--- src/rtl/router_pkg.sv ---
// Shared types and constants for the 1x3 router control path.
package router_pkg;

    // Controller states; 3-bit encoding shared with anything decoding the state.
    typedef enum logic [2:0] {
        DECODE_ADDRESS     = 3'd0,
        LOAD_FIRST_DATA    = 3'd1,
        LOAD_DATA          = 3'd2,
        FIFO_FULL_STATE    = 3'd3,
        LOAD_AFTER_FULL    = 3'd4,
        LOAD_PARITY        = 3'd5,
        CHECK_PARITY_ERROR = 3'd6,
        WAIT_TILL_EMPTY    = 3'd7
    } state_t;

    // Header address value that names no output port.
    localparam logic [1:0] ADDR_INVALID = 2'b11;

    // Pick one per-port flag by address; the invalid address selects nothing.
    function automatic logic sel_flag(input logic [2:0] flags, input logic [1:0] idx);
        logic res;
        case (idx)
            2'd0:    res = flags[0];
            2'd1:    res = flags[1];
            2'd2:    res = flags[2];
            default: res = 1'b0;
        endcase
        return res;
    endfunction

endpackage

--- src/rtl/router_ctrl_fsm.sv ---
// Packet-sequencing controller for the 1x3 router: decodes the header
// address, waits for the destination FIFO to drain, paces header/payload/
// parity writes, stalls on FIFO-full and aborts on a destination soft reset.
module router_ctrl_fsm
    import router_pkg::*;
(
    input  logic       clk,
    input  logic       resetn,
    input  logic       pkt_valid,
    input  logic [1:0] data_in,
    input  logic       fifo_full,
    input  logic       fifo_empty_0,
    input  logic       fifo_empty_1,
    input  logic       fifo_empty_2,
    input  logic       soft_reset_0,
    input  logic       soft_reset_1,
    input  logic       soft_reset_2,
    input  logic       parity_done,
    input  logic       low_pkt_valid,
    output logic       detect_add,
    output logic       lfd_state,
    output logic       ld_state,
    output logic       laf_state,
    output logic       full_state,
    output logic       rst_int_reg,
    output logic       write_enb_reg,
    output logic       busy,
    output logic [1:0] dest_addr
);

    state_t     state;
    state_t     next_state;
    logic [1:0] addr_reg;
    logic [1:0] sel_idx;
    logic       sel_empty;
    logic       abort;
    logic       addr_load;

    // While decoding, the incoming header picks the port; afterwards the latched one does.
    assign sel_idx   = (state == DECODE_ADDRESS) ? data_in : addr_reg;
    assign sel_empty = sel_flag({fifo_empty_2, fifo_empty_1, fifo_empty_0}, sel_idx);

    // A soft reset only matters for the port currently being written.
    assign abort = (state != DECODE_ADDRESS) &&
                   sel_flag({soft_reset_2, soft_reset_1, soft_reset_0}, addr_reg);

    // Capture the header address only when a valid header is accepted.
    assign addr_load = (state == DECODE_ADDRESS) &&
                       ((next_state == LOAD_FIRST_DATA) || (next_state == WAIT_TILL_EMPTY));

    // State register.
    always_ff @(posedge clk) begin
        if (!resetn) state <= DECODE_ADDRESS;
        else         state <= next_state;
    end

    // Destination address register.
    always_ff @(posedge clk) begin
        if (!resetn)        addr_reg <= ADDR_INVALID;
        else if (addr_load) addr_reg <= data_in;
    end

    // Next-state logic; abort overrides every normal transition.
    always_comb begin
        next_state = state;
        if (abort) begin
            next_state = DECODE_ADDRESS;
        end else begin
            unique case (state)
                DECODE_ADDRESS: begin
                    if (pkt_valid && (data_in != ADDR_INVALID))
                        next_state = sel_empty ? LOAD_FIRST_DATA : WAIT_TILL_EMPTY;
                end
                LOAD_FIRST_DATA: next_state = LOAD_DATA;
                LOAD_DATA: begin
                    if (fifo_full)       next_state = FIFO_FULL_STATE;
                    else if (!pkt_valid) next_state = LOAD_PARITY;
                end
                FIFO_FULL_STATE: begin
                    if (!fifo_full) next_state = LOAD_AFTER_FULL;
                end
                LOAD_AFTER_FULL: begin
                    if (parity_done)        next_state = DECODE_ADDRESS;
                    else if (low_pkt_valid) next_state = LOAD_PARITY;
                    else                    next_state = LOAD_DATA;
                end
                LOAD_PARITY: next_state = CHECK_PARITY_ERROR;
                CHECK_PARITY_ERROR: begin
                    next_state = fifo_full ? FIFO_FULL_STATE : DECODE_ADDRESS;
                end
                WAIT_TILL_EMPTY: begin
                    if (sel_empty) next_state = LOAD_FIRST_DATA;
                end
                default: next_state = DECODE_ADDRESS;
            endcase
        end
    end

    // Moore outputs decoded from the state register.
    always_comb begin
        detect_add    = (state == DECODE_ADDRESS);
        lfd_state     = (state == LOAD_FIRST_DATA);
        ld_state      = (state == LOAD_DATA);
        laf_state     = (state == LOAD_AFTER_FULL);
        full_state    = (state == FIFO_FULL_STATE);
        rst_int_reg   = (state == CHECK_PARITY_ERROR);
        write_enb_reg = (state == LOAD_DATA) || (state == LOAD_PARITY) ||
                        (state == LOAD_AFTER_FULL);
        busy          = (state != DECODE_ADDRESS) && (state != LOAD_DATA);
        dest_addr     = addr_reg;
    end

endmodule

--- config.mk ---
export PLATFORM = sky130hd
export DESIGN_NAME = router_ctrl_fsm
export DESIGN_NICKNAME = d
export VERILOG_FILES = /design/src/rtl/router_pkg.sv /design/src/rtl/router_ctrl_fsm.sv
export SDC_FILE = /design/constraint.sdc
export NUM_CORES = 1
export LEC_CHECK = 0
export CORE_MARGIN = 2
export CORE_UTILIZATION = 33
export CTS_CLUSTER_SIZE = 28
export DETAILED_ROUTE_END_ITERATION = 7
export GPL_TIMING_DRIVEN = 1
export HOLD_SLACK_MARGIN = 0.1
export PLACE_DENSITY = 0.79
export SLEW_MARGIN = 5
export SYNTH_ARGS = -nofsm -noshare
export SYNTH_HDL_FRONTEND = slang
export SYNTH_SLANG_ARGS = --single-unit
--- constraint.sdc ---
create_clock -name clk -period 1.25 [get_ports clk]
set_input_delay 0.25 -clock clk [delete_from_list [all_inputs] [get_ports clk]]
set_output_delay 0.25 -clock clk [all_outputs]
set_load 0.02 [all_outputs]
==> tab_implementation.tex, run 1 <==
\begin{tabular}{lr}
\hline
Metric & Value \\
\hline
\multicolumn{2}{l}{\textbf{Setup path}} \\
\quad Startpoint-to-endpoint class of the critical path & reg -> reg \\
\quad Data required time at the worst endpoint & 1.40 ns \\
\quad Biggest cell delay along the critical path & 0.54 ns \\
\quad Crit path max-delay family & simple AND/OR/NAND/NOR gates \\
\quad Critical path startpoint category & register \\
\quad Critical Path AT & 1.63 ns \\
\quad WP buf/inv & 1 \\
\quad Element type at the critical path end & register \\
\quad Highest-delay cell along the critical path & sky130\_fd\_sc\_hd\_\_or4b\_4 \\
\quad Top fanout value on the critical path & 4 \\
\quad Cells along the critical path & buf\_6 -> or4b\_4 -> a21oi\_2 -> o21ai\_2 -> a31oi\_1 \\
\multicolumn{2}{l}{\textbf{Final layout}} \\
\quad Multi-input gate area in the final layout & 360 sq um \\
\quad Leading cell types in the layout, fill and taps excluded & 17 x sky130\_fd\_sc\_hd\_\_buf\_4, 13 x sky130\_fd\_sc\_hd\_\_clkdlybuf4s50\_1, 10 x sky130\_fd\_sc\_hd\_\_buf\_6, 6 x sky130\_fd\_sc\_hd\_\_o21ai\_0, 5 x sky130\_fd\_sc\_hd\_\_nor2\_1 \\
\quad FF/Latch Area & 109 sq um \\
\quad \# diodes & 0 \\
\quad Total Nets Final & 119 \\
\quad Layout-stage area growth over the synthesis result & 113\% \\
\quad Fraction of final layout cells with drive strength greater than 1 & 0.452 \\
\quad Post-route insts no fill & 119 \\
\quad Most common cell after layout, fill and taps aside & sky130\_fd\_sc\_hd\_\_buf\_4 \\
\quad Final Cell Area & 928 sq um \\
\quad Fill count & 90 \\
\multicolumn{2}{l}{\textbf{Detailed routing}} \\
\quad Drt initial violations & 10 \\
\quad DRC viols & 0 \\
\quad Antenna violation net count after detailed routing & 0 \\
\quad Via density per instance & 5.29 \\
\quad Count of TritonRoute iterations in the first routing pass & 4 \\
\quad Average detailed-routed wire length per instance & 13.6 um \\
\quad Total via count after detailed routing & 629 \\
\quad Total Wirelength & 1.62 mm \\
\multicolumn{2}{l}{\textbf{Floorplanning}} \\
\quad Total I/O pin count & 24 \\
\quad Die area & 0.00163 sq mm \\
\quad Core outline area & 0.00127 sq mm \\
\quad Chip height & 40.3 um \\
\quad Effective utilization at floorplan & 0.343 \\
\quad Die Span X & 40.3 um \\
\quad Number of cell rows & 13 \\
\multicolumn{2}{l}{\textbf{STA}} \\
\quad Final count of negative-setup-slack endpoints & 12 \\
\quad Final number of max-transition violations & 0 \\
\quad Maximum achievable frequency & 676 MHz \\
\quad Clock skew after layout & 0.00710 ns \\
\quad Worst slew margin relative to its limit & 0.746 \\
\quad Tightest hold margin & 0.602 ns \\
\quad Share of the clock period used by the worst path & 1.18 \\
\quad Setup TNS & -1.82 ns \\
\quad Count of endpoints failing hold in the final timing report & 0 \\
\quad Clock period minus worst slack & 1.48 ns \\
\quad Worst Tran Pin Value & 0.371 ns \\
\quad Setup repair after global routing missed its margin & yes \\
\quad Setup ws final & -0.228 ns \\
\multicolumn{2}{l}{\textbf{Placement}} \\
\quad Post-DP Area & 801 sq um \\
\quad DP HPWL & 1.14 mm \\
\quad Count of input and output buffers & 23 \\
\quad Inst Count DP & 109 \\
\quad Final Wtd Congestion & 0.840 \\
\multicolumn{2}{l}{\textbf{Synth}} \\
\quad Number of synthesized register bits & 5 \\
\quad Post-Synth XOR/XNOR Area & 0 \\
\quad Mean instance size in the synthesized netlist & 7.38 sq um \\
\quad Distinct cells, synth & 31 \\
\quad Dominant combinational cell family by area after synthesis & simple AND/OR/NAND/NOR gates \\
\quad Top cells by area in the synthesized netlist & sky130\_fd\_sc\_hd\_\_dfxtp\_1 23\%, sky130\_fd\_sc\_hd\_\_o21ai\_0 6.9\%, sky130\_fd\_sc\_hd\_\_nor2\_1 6.0\% \\
\quad Seq/Total Area, Yosys & 0.230 \\
\quad Most frequently used flop master after synthesis & sky130\_fd\_sc\_hd\_\_dfxtp\_1 \\
\quad Cell taking the most area after synthesis & sky130\_fd\_sc\_hd\_\_dfxtp\_1 \\
\quad Syn nets & 73 \\
\quad Cells after synthesis & 59 \\
\quad Number of flops mapped to enable cells by yosys & 0 \\
\quad Adder and majority gate portion of the synthesized area & 0 \\
\quad Post-synthesis compound-gate area fraction & 0.333 \\
\quad Simple-gate share of the synthesized area & 0.345 \\
\quad Synthesized area & 435 sq um \\
\quad Share of synthesized area spent on multiplexers & 0.0460 \\
\quad Async set-or-reset flop fraction in the synthesized netlist & 0 \\
\quad Warnings from Yosys & 0 \\
\quad Proportion of netlist area held by the largest area contributor & 0.230 \\
\multicolumn{2}{l}{\textbf{Clocking}} \\
\quad Level count of the clock H-tree & 1 \\
\quad Sink count of the clock tree & 5 \\
\quad Clock tree from TritonCTS & yes \\
\quad Worst-skew pair later-pin latency & 0.24 ns \\
\quad Root buffer cell & sky130\_fd\_sc\_hd\_\_clkbuf\_4 \\
\quad CTS Buffer Depth & 2 \\
\quad Clock transition time at the flip-flop clock pins of the worst setup and hold paths & 0.05 ns \\
\quad Number of buffers added by the clock tree synthesis step & 3 \\
\multicolumn{2}{l}{\textbf{Global routing}} \\
\quad Routing usage on met3 & 0.0333 \\
\quad First-pass GRT wire length & 2.48 mm \\
\quad Most heavily used metal layer in global routing & met2 \\
\quad Total gr overflow & 0 \\
\quad GR met1 Demand/Resource & 0.319 \\
\quad Met2 capacity usage during global routing & 0.369 \\
\quad Global Route Usage Sum & 0.226 \\
\quad Largest net degree at the start of global routing & 12 \\
\quad Number of antenna violations at the first check in global routing & 0 \\
\quad Vias in the first global route & 553 \\
\multicolumn{2}{l}{\textbf{Power and ir drop}} \\
\quad Tot Pwr & 2.21 mW \\
\quad Peak supply drop & 1.38 mV \\
\quad Static leakage & 0.405 nW \\
\quad Power per cell area & 2380 mW/mm\^{}2 \\
\multicolumn{2}{l}{\textbf{Outcome}} \\
\quad Violated checks & setup timing \\
\quad Result of the run & complete, but fails checks \\
\multicolumn{2}{l}{\textbf{Min path}} \\
\quad Hold/Removal Path Class & in -> reg \\
\multicolumn{2}{l}{\textbf{Flow run}} \\
\quad Max-capacitance violation count & 0 \\
\hline
\end{tabular}
[synthesized netlist by cell type, drive strengths merged (2+ instances only)]
library cell and instances:
dfxtp 5, inv 3, or2 2, o21ai 7, a21oi 4, mux2i 2
a211oi 3, nor2 7, nor3 2, a21o 2, nand3b 2, nand2b 3
nor2b 2
[path summary, 6_finish.rpt]
path | slack (ns) | to | startpoint | cells past startpoint
max reg2reg | -0.23 | state[2] | state[0] | 5
min reg2reg | 0.64 | state[1] | state[1] | 3
max | -0.23 | state[2] | state[0] | 5
min | 0.60 | dest_addr[1] | resetn | 2
[timing repair]
action	in CTS	in global routing
setup endpoints to repair	15	12
resized for setup	58	8
setup buffers	5	2
hold buffers	0	0
pin swaps	6	2
[where the power goes]
group / switching, mW / total, mW / internal [mW] / leakage [nW]
registers: 0.0712 / 0.312 / 0.241 / 0.0429
clock network: 0.0598 / 0.180 / 0.120 / 0.0150
logic: 0.809 / 1.72 / 0.912 / 0.347
total: 0.940 / 2.21 / 1.27 / 0.405
[per-stage QoR]
stage	setup slack (ns)	util
final	-0.228	0.732
after global routing	-0.273	0.732
after CTS	-0.220	0.704
after detailed placement	-0.423	0.631
after global placement	-0.375	0.631
after floorplan	-0.141	-
[flip-flops by register name, indices dropped and copies added, names as in the netlist]
name / cells
dest_addr: 2
state: 3
[kinds of logic after synthesis]
logic type | Yosys count
flops | 5
compound gates | 21
simple gates | 26
buf+inv | 5
mux | 2
[metal layers]
metal,part of all wire,vias to the layer above
li1,-,310
met1,0.46,301
met2,0.50,16
met3,0.035,2
met4,0.0031,0
met5,0,-
[cell type report]
class                      count  area share
timing repair buffer          43       0.434
inverter                       3      0.0121
tap                           15      0.0202
multi-input combinational     49       0.388
sequential                     5       0.117
clock buffer                   4      0.0283
No activity file was read; power rests on OpenSTA's default activity.
==> run 2: changes to the inputs <==
GPL_TIMING_DRIVEN = default   (was 1)
==> results of run 2 <==
The final DEF is identical to that of run 1; final timing and power are the same.
==> run 3: changes to the inputs <==
CAP_MARGIN = 25   (was default)
HOLD_SLACK_MARGIN = default   (was 0.1)
SETUP_SLACK_MARGIN = 0.3   (was default)
==> tab_implementation.tex, run 3 (synthesis gave the netlist of run 1 again) <==
\begin{tabular}{lr}
\hline
Metric & Value \\
\hline
\multicolumn{2}{l}{\textbf{Global routing}} \\
\quad Vias in the first global route & 543 \\
\quad Global Route Usage Sum & 0.252 \\
\quad Largest net degree at the start of global routing & 15 \\
\quad Number of antenna violations at the first check in global routing & 0 \\
\quad Total gr overflow & 0 \\
\quad First-pass GRT wire length & 2.50 mm \\
\multicolumn{2}{l}{\textbf{Clocking}} \\
\quad Worst-skew pair later-pin latency & 0.24 ns \\
\quad Number of buffers added to fix hold violations after cts & 0 \\
\quad CTS Buffer Depth & 2 \\
\quad Clock tree from TritonCTS & yes \\
\quad Number of buffers added by the clock tree synthesis step & 3 \\
\quad Level count of the clock H-tree & 1 \\
\quad Clock transition time at the flip-flop clock pins of the worst setup and hold paths & 0.04 ns \\
\quad Root buffer cell & sky130\_fd\_sc\_hd\_\_clkbuf\_4 \\
\quad Sink count of the clock tree & 5 \\
\multicolumn{2}{l}{\textbf{Setup path}} \\
\quad Top fanout value on the critical path & 5 \\
\quad Reg-to-Reg Start & state[0] \\
\quad Element type at the critical path end & register \\
\quad Register-to-Register Path Depth & 5 \\
\quad Worst reg2reg path endpoint & state[1] \\
\quad Startpoint-to-endpoint class of the critical path & reg -> reg \\
\quad Worst Setup EP & state[1] \\
\quad R2R setup slack & -0.27 ns \\
\quad Critical Path AT & 1.67 ns \\
\quad Startpoint of the worst setup timing path & state[0] \\
\quad Critical path startpoint category & register \\
\quad Data required time at the worst endpoint & 1.40 ns \\
\multicolumn{2}{l}{\textbf{Final layout}} \\
\quad Finished Core Util & 0.754 \\
\quad Most common cell after layout, fill and taps aside & sky130\_fd\_sc\_hd\_\_buf\_6 \\
\quad \# diodes & 0 \\
\quad Max FFs per register & 3 \\
\quad Leading cell types in the layout, fill and taps excluded & 14 x sky130\_fd\_sc\_hd\_\_buf\_6, 13 x sky130\_fd\_sc\_hd\_\_buf\_4, 12 x sky130\_fd\_sc\_hd\_\_clkdlybuf4s50\_1, 4 x sky130\_fd\_sc\_hd\_\_o21ai\_0, 4 x sky130\_fd\_sc\_hd\_\_dfxtp\_2 \\
\quad Total Nets Final & 116 \\
\quad Post-route insts no fill & 116 \\
\quad Final Cell Area & 957 sq um \\
\quad Top reg by flops & state \\
\quad Layout-stage area growth over the synthesis result & 120\% \\
\quad Fraction of final layout cells with drive strength greater than 1 & 0.535 \\
\multicolumn{2}{l}{\textbf{Floorplanning}} \\
\quad Die area & 0.00163 sq mm \\
\quad Core outline area & 0.00127 sq mm \\
\quad Chip height & 40.3 um \\
\quad Die Span X & 40.3 um \\
\quad Number of cell rows & 13 \\
\quad Effective utilization at floorplan & 0.343 \\
\quad Total I/O pin count & 24 \\
\multicolumn{2}{l}{\textbf{Placement}} \\
\quad Post-DP Area & 785 sq um \\
\quad DP HPWL & 1.10 mm \\
\quad Final Wtd Congestion & 0.773 \\
\quad Count of input and output buffers & 23 \\
\quad Inst Count DP & 106 \\
\quad Worst-case setup slack after placement & -0.451 ns \\
\multicolumn{2}{l}{\textbf{STA}} \\
\quad Final number of max-transition violations & 0 \\
\quad Share of the clock period used by the worst path & 1.22 \\
\quad Tightest hold margin & 0.588 ns \\
\quad Worst Tran Pin Value & 0.439 ns \\
\quad Clock skew after layout & 0.00331 ns \\
\quad Setup repair after global routing missed its margin & yes \\
\quad Final count of negative-setup-slack endpoints & 13 \\
\quad Clock period minus worst slack & 1.52 ns \\
\quad Setup TNS & -2.22 ns \\
\quad Worst slew margin relative to its limit & 0.706 \\
\quad Setup ws final & -0.273 ns \\
\quad Maximum achievable frequency & 657 MHz \\
\quad Count of endpoints failing hold in the final timing report & 0 \\
\multicolumn{2}{l}{\textbf{Detailed routing}} \\
\quad Drt initial violations & 6 \\
\quad Average detailed-routed wire length per instance & 15.4 um \\
\quad Total via count after detailed routing & 616 \\
\quad Count of TritonRoute iterations in the first routing pass & 3 \\
\quad Total Wirelength & 1.78 mm \\
\quad Antenna violation net count after detailed routing & 0 \\
\quad Via density per instance & 5.31 \\
\quad DRC viols & 0 \\
\multicolumn{2}{l}{\textbf{Power and ir drop}} \\
\quad Static leakage & 0.399 nW \\
\quad Tot Pwr & 2.38 mW \\
\quad Peak supply drop & 1.46 mV \\
\quad Power per cell area & 2490 mW/mm\^{}2 \\
\multicolumn{2}{l}{\textbf{Flow run}} \\
\quad Max-capacitance violation count & 0 \\
\multicolumn{2}{l}{\textbf{Outcome}} \\
\quad Violated checks & setup timing \\
\quad Result of the run & complete, but fails checks \\
\multicolumn{2}{l}{\textbf{Min path}} \\
\quad Hold path cells & 2 \\
\quad Hold/Removal Path Class & reg -> reg \\
\hline
\end{tabular}
## run 3: cell count changes in the layout (fill, tap and decap cells not counted), sizes merged
| cell | previous run | this run |
|---|---|---|
| buf | 28 | 27 |
| clkdlybuf4s50 | 13 | 12 |
| dlygate4sd2 | 2 | 1 |
## run 3: critical path: stages, from the launching register on
cell and delay, ns:
sky130_fd_sc_hd__dfxtp_4 0.36, sky130_fd_sc_hd__buf_6 0.12, sky130_fd_sc_hd__or4b_4 0.53, sky130_fd_sc_hd__a21oi_2 0.14, sky130_fd_sc_hd__o21ai_2 0.09, sky130_fd_sc_hd__a211oi_2 0.19
## run 3: how the worst min path moves through the flow
stage              from            to
6_report       state[1]      state[1]
3_3_place_gp   state[1]      state[1]
5_1_grt        state[1]      state[1]
3_5_place_dp   state[1]      state[1]
2_1_floorplan    resetn  dest_addr[0]
4_1_cts        state[1]      state[1]
## run 3: final cells by class
class	instances	area (sq um)
fill	92	312
tap	15	18.8
timing repair buffer	40	384
sequential	5	109
multi-input combinational	49	405
clock buffer	4	26.3
inverter	3	13.8
## run 3: timing repair
item                       CTS  global route
pin swaps                    9             4
gates resized for setup     74            13
setup endpoints to repair   15            14
buffers inserted             4             2
cloned                       0             0
## run 3: per-layer routing
metal | track usage | up-vias | part of all wire
met3 | 0.0778 | 6 | 0.020
li1 | - | 306 | -
met2 | 0.345 | 7 | 0.47
met4 | 0.167 | 0 | 0.026
met1 | 0.331 | 297 | 0.48
met5 | 0 | - | 0
## run 3: power by group
part	switching (mW)	total (mW)	internal [mW]
combinational	0.914	1.89	0.974
clock	0.0658	0.186	0.121
sequential	0.0697	0.308	0.238
total	1.05	2.38	1.33
